<file path="src/rtl/mem_sort_param_if.sv">
// Host-side bus of the parametrised in-place memory sorter: load/read port,
// sort command and status. The sorter connects through the slave modport,
// the host (or a testbench) through the master modport.
interface mem_sort_param_if #(
  parameter int WIDTH = 8,
  parameter int DEPTH = 16
);
  localparam int ADDR_W = $clog2(DEPTH);
  localparam int CNT_W  = 2 * ADDR_W;

  logic              start_sort;
  logic              descend;
  logic              wr_en;
  logic [ADDR_W-1:0] wr_addr;
  logic [WIDTH-1:0]  wr_data;
  logic [ADDR_W-1:0] rd_addr;
  logic [WIDTH-1:0]  rd_data;
  logic              busy;
  logic              done;
  logic [CNT_W-1:0]  swap_count;

  modport master (
    output start_sort, descend, wr_en, wr_addr, wr_data, rd_addr,
    input  rd_data, busy, done, swap_count
  );

  modport slave (
    input  start_sort, descend, wr_en, wr_addr, wr_data, rd_addr,
    output rd_data, busy, done, swap_count
  );
endinterface

</file>
<file path="src/rtl/mem_sort_param.sv">
// Parametrised in-place bubble sorter over a DEPTH x WIDTH register file.
// The host loads words while idle, pulses start_sort and waits for done.
// One compare (and possible swap) of neighbouring words per clock.
// Optional feature: define MEM_SORT_EARLY_EXIT_EN to finish as soon as a
// whole pass completes without any swap.
module mem_sort_param #(
  parameter int WIDTH = 8,
  parameter int DEPTH = 16
) (
  input  logic clk,
  input  logic rst,
  mem_sort_param_if.slave bus
);
  localparam int ADDR_W = $clog2(DEPTH);
  localparam int CNT_W  = 2 * ADDR_W;

  typedef enum logic [1:0] {IDLE, CMP, PASS_END, DONE} state_e;

  state_e            state_q, state_d;
  logic [ADDR_W-1:0] j_q, j_d;
  logic [ADDR_W-1:0] pass_q, pass_d;
  logic              dir_q, dir_d;
  logic              swapped_q, swapped_d;
  logic [CNT_W-1:0]  swapCnt_q, swapCnt_d;
  logic [WIDTH-1:0]  mem_q [DEPTH];
  logic [WIDTH-1:0]  mem_d [DEPTH];

  logic              busyInt;
  logic              wrInRange;
  logic              rdInRange;
  logic              wrFire;
  logic [ADDR_W-1:0] jNext;
  logic [ADDR_W-1:0] lastJ;
  logic [WIDTH-1:0]  wordA;
  logic [WIDTH-1:0]  wordB;
  logic              outOfOrder;

  // With a power-of-two depth every address is valid, so no compare is built.
  if (DEPTH == (1 << ADDR_W)) begin : g_pow2
    assign wrInRange = 1'b1;
    assign rdInRange = 1'b1;
  end else begin : g_npow2
    assign wrInRange = (32'(bus.wr_addr) < DEPTH);
    assign rdInRange = (32'(bus.rd_addr) < DEPTH);
  end

  assign busyInt    = (state_q == CMP) || (state_q == PASS_END);
  assign wrFire     = bus.wr_en && !busyInt && wrInRange;
  assign jNext      = j_q + ADDR_W'(1);
  assign lastJ      = ADDR_W'(DEPTH - 2) - pass_q;
  assign wordA      = mem_q[j_q];
  assign wordB      = mem_q[jNext];
  assign outOfOrder = dir_q ? (wordA < wordB) : (wordA > wordB);

  assign bus.busy       = busyInt;
  assign bus.done       = (state_q == DONE);
  assign bus.swap_count = swapCnt_q;
  assign bus.rd_data    = rdInRange ? mem_q[bus.rd_addr] : '0;

  // Next-state logic: host writes while not busy, one compare/swap per CMP cycle.
  always_comb begin
    state_d   = state_q;
    j_d       = j_q;
    pass_d    = pass_q;
    dir_d     = dir_q;
    swapped_d = swapped_q;
    swapCnt_d = swapCnt_q;
    mem_d     = mem_q;

    if (wrFire) begin
      mem_d[bus.wr_addr] = bus.wr_data;
    end

    case (state_q)
      IDLE: begin
        if (bus.start_sort) begin
          state_d   = CMP;
          dir_d     = bus.descend;
          pass_d    = '0;
          j_d       = '0;
          swapCnt_d = '0;
          swapped_d = 1'b0;
        end
      end
      CMP: begin
        if (outOfOrder) begin
          mem_d[j_q]   = wordB;
          mem_d[jNext] = wordA;
          swapCnt_d    = swapCnt_q + CNT_W'(1);
          swapped_d    = 1'b1;
        end
        if (j_q == lastJ) begin
          state_d = PASS_END;
        end else begin
          j_d = jNext;
        end
      end
      PASS_END: begin
        j_d       = '0;
        pass_d    = pass_q + ADDR_W'(1);
        swapped_d = 1'b0;
        if (pass_q == ADDR_W'(DEPTH - 2)) begin
          state_d = DONE;
`ifdef MEM_SORT_EARLY_EXIT_EN
        end else if (!swapped_q) begin
          state_d = DONE;
`endif
        end else begin
          state_d = CMP;
        end
      end
      DONE: begin
        state_d = IDLE;
      end
      default: begin
        state_d = IDLE;
      end
    endcase
  end

  // State, counters and memory; reset clears everything including the words.
  always_ff @(posedge clk or negedge rst) begin
    if (!rst) begin
      state_q   <= IDLE;
      j_q       <= '0;
      pass_q    <= '0;
      dir_q     <= 1'b0;
      swapped_q <= 1'b0;
      swapCnt_q <= '0;
      for (int i = 0; i < DEPTH; i++) begin
        mem_q[i] <= '0;
      end
    end else begin
      state_q   <= state_d;
      j_q       <= j_d;
      pass_q    <= pass_d;
      dir_q     <= dir_d;
      swapped_q <= swapped_d;
      swapCnt_q <= swapCnt_d;
      mem_q     <= mem_d;
    end
  end
endmodule

</file>
<file path="src/flat_wrapper.sv">
// flat-port wrapper written by rule: the top's interface ports become plain ports
module mem_sort_param_flat 
#(
  parameter int WIDTH = 8,
  parameter int DEPTH = 16
)
  (clk, rst, bus_start_sort, bus_descend, bus_wr_en, bus_wr_addr, bus_wr_data, bus_rd_addr, bus_rd_data, bus_busy, bus_done, bus_swap_count);
  mem_sort_param_if #(.WIDTH(WIDTH), .DEPTH(DEPTH)) bus_i ();
  input  logic clk;
  input  logic rst;
  input wire logic [$bits(bus_i.start_sort)-1:0] bus_start_sort;
  input wire logic [$bits(bus_i.descend)-1:0] bus_descend;
  input wire logic [$bits(bus_i.wr_en)-1:0] bus_wr_en;
  input wire logic [$bits(bus_i.wr_addr)-1:0] bus_wr_addr;
  input wire logic [$bits(bus_i.wr_data)-1:0] bus_wr_data;
  input wire logic [$bits(bus_i.rd_addr)-1:0] bus_rd_addr;
  output wire logic [$bits(bus_i.rd_data)-1:0] bus_rd_data;
  output wire logic [$bits(bus_i.busy)-1:0] bus_busy;
  output wire logic [$bits(bus_i.done)-1:0] bus_done;
  output wire logic [$bits(bus_i.swap_count)-1:0] bus_swap_count;
  assign bus_i.start_sort = bus_start_sort;
  assign bus_i.descend = bus_descend;
  assign bus_i.wr_en = bus_wr_en;
  assign bus_i.wr_addr = bus_wr_addr;
  assign bus_i.wr_data = bus_wr_data;
  assign bus_i.rd_addr = bus_rd_addr;
  assign bus_rd_data = bus_i.rd_data;
  assign bus_busy = bus_i.busy;
  assign bus_done = bus_i.done;
  assign bus_swap_count = bus_i.swap_count;
  mem_sort_param #(.WIDTH(WIDTH), .DEPTH(DEPTH)) u_core (.clk(clk), .rst(rst), .bus(bus_i));
endmodule
</file>
<file path="config.mk">
export PLATFORM = sky130hd
export DESIGN_NAME = mem_sort_param_flat
export DESIGN_NICKNAME = d
export VERILOG_FILES = /design/src/rtl/mem_sort_param_if.sv /design/src/rtl/mem_sort_param.sv /design/src/flat_wrapper.sv
export SDC_FILE = /design/constraint.sdc
export NUM_CORES = 1
export LEC_CHECK = 0
export ABC_AREA = 1
export CAP_MARGIN = 0
export CORE_ASPECT_RATIO = 0.5
export CORE_MARGIN = 1
export CORE_UTILIZATION = 25
export DETAILED_ROUTE_END_ITERATION = 8
export GPL_TIMING_DRIVEN = 0
export MAX_ROUTING_LAYER = met4
export PLACE_DENSITY = 0.38
export SKIP_CTS_REPAIR_TIMING = 1
export SYNTH_ARGS = -nofsm -noshare
export SYNTH_HDL_FRONTEND = slang
export SYNTH_SLANG_ARGS = --single-unit
</file>
<file path="constraint.sdc">
create_clock -name clk -period 6.9 [get_ports clk]
set_input_delay 1.035 -clock clk [delete_from_list [all_inputs] [get_ports clk]]
set_output_delay 1.035 -clock clk [all_outputs]
set_load 0.02 [all_outputs]
</file>
==> impl_metrics.tcl <==
set metrics [dict create \
    fmax_mhz 152 \
    multi_input_area_sq_um 9200 \
    ir_drop_v 0.000355 \
    cts_buffers 17 \
    yosysSeqAreaShare_pct 25.0 \
    initial_utilization_pct 25.5 \
    synth-edff-count 0 \
    nNetsFinal 2708 \
    slew-limit-headroom_pct 2.86 \
    period_needed_ns 6.60 \
    io_pins 39 \
    die_w_um 345 \
    p_per_area_nw_per_um2 584 \
    yosysUniqueCellTypes 42 \
    vias 17923 \
    placed_area_sq_um 16100 \
    worst-path-max-fanout 11 \
    fin_cells 3450 \
    grt_max_degree 92 \
    synth_seq_cells 147 \
    routedWlPerCell_um 27.0 \
    status "completed" \
    final_common_cell "nand2_1" \
    drtIter0Drc 2356 \
    netlist_area_sq_um 14700 \
    p_int_mw 3.56 \
    cap_violations 0 \
    final_antenna_net_count 0 \
    hold_path.class "primary input to async pin" \
    clk_path_buf_depth 2 \
    synthFlopType "dfrtp_1" \
    drcViolationCount 0 \
    fin_area_sq_um 16700 \
    final-max-slew-violation-count 0 \
    fill_cells 6678 \
    root_buffer "clkbuf_16" \
    clock-sinks 147 \
    ctsHtreeMaxLevel 4 \
    fp.dieArea_sq_um 60000 \
    core_area_sq_um 57800 \
    power_frac_comb_pct 73.9 \
    switchingPower_mw 6.18 \
    cts.reportedPaths.clkPinSlew_ns 0.07 \
    io_buffers 35 \
    tightestPinTransition_ns 1.46 \
    dp_cells 3416 \
    seqPwrFrac_pct 15.6 \
    setup_viol 0 \
    grt_pass1_vias 16405 \
    avgSynthCellArea_sq_um 5.64 \
    crit_required_ns 7.25 \
    netSwitchingFraction_pct 63.5 \
    drive_above_1_share_pct 8.10 \
    period_share_pct 95.6 \
    clock_latency_ns 0.49 \
    synthToLayoutAreaGrowth_pct 13.3 \
    rsz0062_at_grt "false" \
    grt_overflow 0 \
    ys_async_sr_fraction_pct 100 \
    clockPowerShare_pct 10.5 \
    synth_nets 2651 \
    firstDrtPassIters 6 \
    hold_viol 0 \
    gp_congestion 1.07 \
    startpoint_type "register" \
    skew_ns 0.0178 \
    dp_hpwl_mm 69.5 \
    p_leak_nw 8.86 \
    wl_mm 93.3 \
    die_y_um 174 \
    reg2reg_from "u_core.j_q[0]" \
    critical_path_class "register to register" \
    cts_tree "yes" \
    avgViaCountPerCell 5.20 \
    syn_inst 2610 \
    num_rows 62 \
    antenna_found_initial 7 \
    crit_path_end_kind "register" \
    final_cell_mix "1240 x nand2_1, 258 x inv_1, 194 x o21ai_0" \
    grt_util_all_layers_pct 31.7 \
    crit_arrival_ns 6.94 \
    yosysWarningCount 0 \
    power_mw 9.74 \
    grt_pass1_wl_mm 128 \
    regArea_sq_um 3680 \
    critPathLaunch "u_core.j_q[0]" \
]
## final timing paths
| check | endpoint | slack (ns) | cells past startpoint |
|---|---|---|---|
| max | u_core.mem_q[123] | 0.30 | 25 |
| min | u_core.pass_q[1] | 0.46 | 1 |
| max reg2reg | u_core.mem_q[123] | 0.30 | 25 |
| min reg2reg | u_core.bus.swap_count[7] | 0.53 | 2 |
| max in group asynchronous | u_core.mem_q[19] | 5.50 | 2 |
| min in group clk | u_core.bus.swap_count[7] | 0.53 | 2 |
## sequential cells by signal, indices dropped and copies added, names as in the netlist
name and flops:
u_core.dir_q 1, u_core.mem_q 128, u_core.j_q 4, u_core.pass_q 4, u_core.bus.swap_count 8, u_core.state_q 2
## critical path, cell delays in order, from the launching register on
cell and delay, ns:
dfrtp_1 0.56, buf_6 0.24, inv_6 0.06, buf_6 0.16
buf_6 0.17, ha_1 0.28, buf_2 0.24, clkbuf_1 0.75
nand3_1 0.15, nand2_1 0.19, nand2_1 0.08, nand2_1 0.10
nand2_1 0.20, nand2_2 0.30, buf_6 0.27, inv_1 0.07
ha_1 0.29, nand2_1 0.07, nor2_1 0.15, nand4_1 0.13
nand2_1 0.08, nand2_1 0.13, nand3_2 0.42, clkbuf_1 0.80
nor2_1 0.11, a21boi_0 0.37
## kinds of logic (layout without fill, tap and decap cells)
kind of cell / count (synthesis) / after routing / share of synthesized area [%]
AO/OA/AOI/OAI: 426 / 426 / 15.3
XOR/XNOR: 9 / 9 / 0.535
adder cells (fa/ha/maj): 20 / 20 / 1.70
buffers and inverters: 426 / 496 / 12.7
flip-flops: 147 / 147 / 25.0
other: 0 / 2 / 0
AND/OR/NAND/NOR: 1582 / 1582 / 44.8
## layer usage
metal,share of wire [%],vias up,global-route usage [%]
met5,0,-,-
li1,-,8288,-
met3,10,130,7.44
met4,3.3,0,10.1
met2,41,969,44.4
met1,46,8536,44.2
## through the flow
| stage | worst slack (ns) | hold slack [ns] | TNS (ns) | util, % |
|---|---|---|---|---|
| 3_5_place_dp | 0.616 | 0.510 | 0 | 27.9 |
| 4_1_cts | 0.588 | 0.495 | 0 | 28.9 |
| 2_1_floorplan | 3.20 | 0.493 | 0 | - |
| 6_report | 0.304 | 0.463 | 0 | 28.9 |
| 3_3_place_gp | -2.81 | 0.514 | -406.12 | 27.8 |
| 5_1_grt | 0.247 | 0.504 | 0 | 28.9 |
## cells in the mapped netlist, types with 4 or more instances
| cell type | n | area, sq um |
|---|---|---|
| nand2_1 | 1240 | 4650 |
| inv_1 | 258 | 968 |
| o21ai_0 | 194 | 971 |
| a21oi_1 | 187 | 936 |
| nand3_1 | 186 | 931 |
| dfrtp_1 | 147 | 3680 |
| nor2_1 | 71 | 267 |
| clkbuf_1 | 57 | 214 |
| buf_2 | 36 | 180 |
| inv_2 | 26 | 97.6 |
| nand2_2 | 25 | 156 |
| nor2_4 | 24 | 270 |
| buf_4 | 21 | 158 |
| ha_1 | 20 | 250 |
| buf_6 | 17 | 191 |
| o221ai_1 | 15 | 131 |
| a21boi_1 | 12 | 90.1 |
| nand4_1 | 10 | 62.6 |
| nor2_2 | 9 | 56.3 |
| o21ai_2 | 6 | 52.6 |
| xor2_1 | 6 | 52.6 |
| buf_1 | 4 | 15.0 |
## power by group through the flow
stage / logic (mW) / clock network [mW] / registers, mW
floorplan: 4.11 / 0 / 1.39
finish: 7.20 / 1.02 / 1.52
CTS: 6.92 / 1.03 / 1.50
global route: 7.61 / 1.06 / 1.55
global placement: 6.90 / 0 / 1.52
detailed placement: 6.90 / 0 / 1.51
## cell type report
| class | count | area share, % |
|---|---|---|
| diodes | 2 | 0.0300 |
| clock buffers | 20 | 2.74 |
| plain buffers | 135 | 4.55 |
| multi-input cells | 2037 | 55.1 |
| inverters | 291 | 6.63 |
| flip-flops and latches | 147 | 22.0 |
| well taps | 768 | 5.76 |
| repair buffers | 38 | 2.43 |
| clock inverters | 12 | 0.720 |
Power figures use the tool's default switching activity.
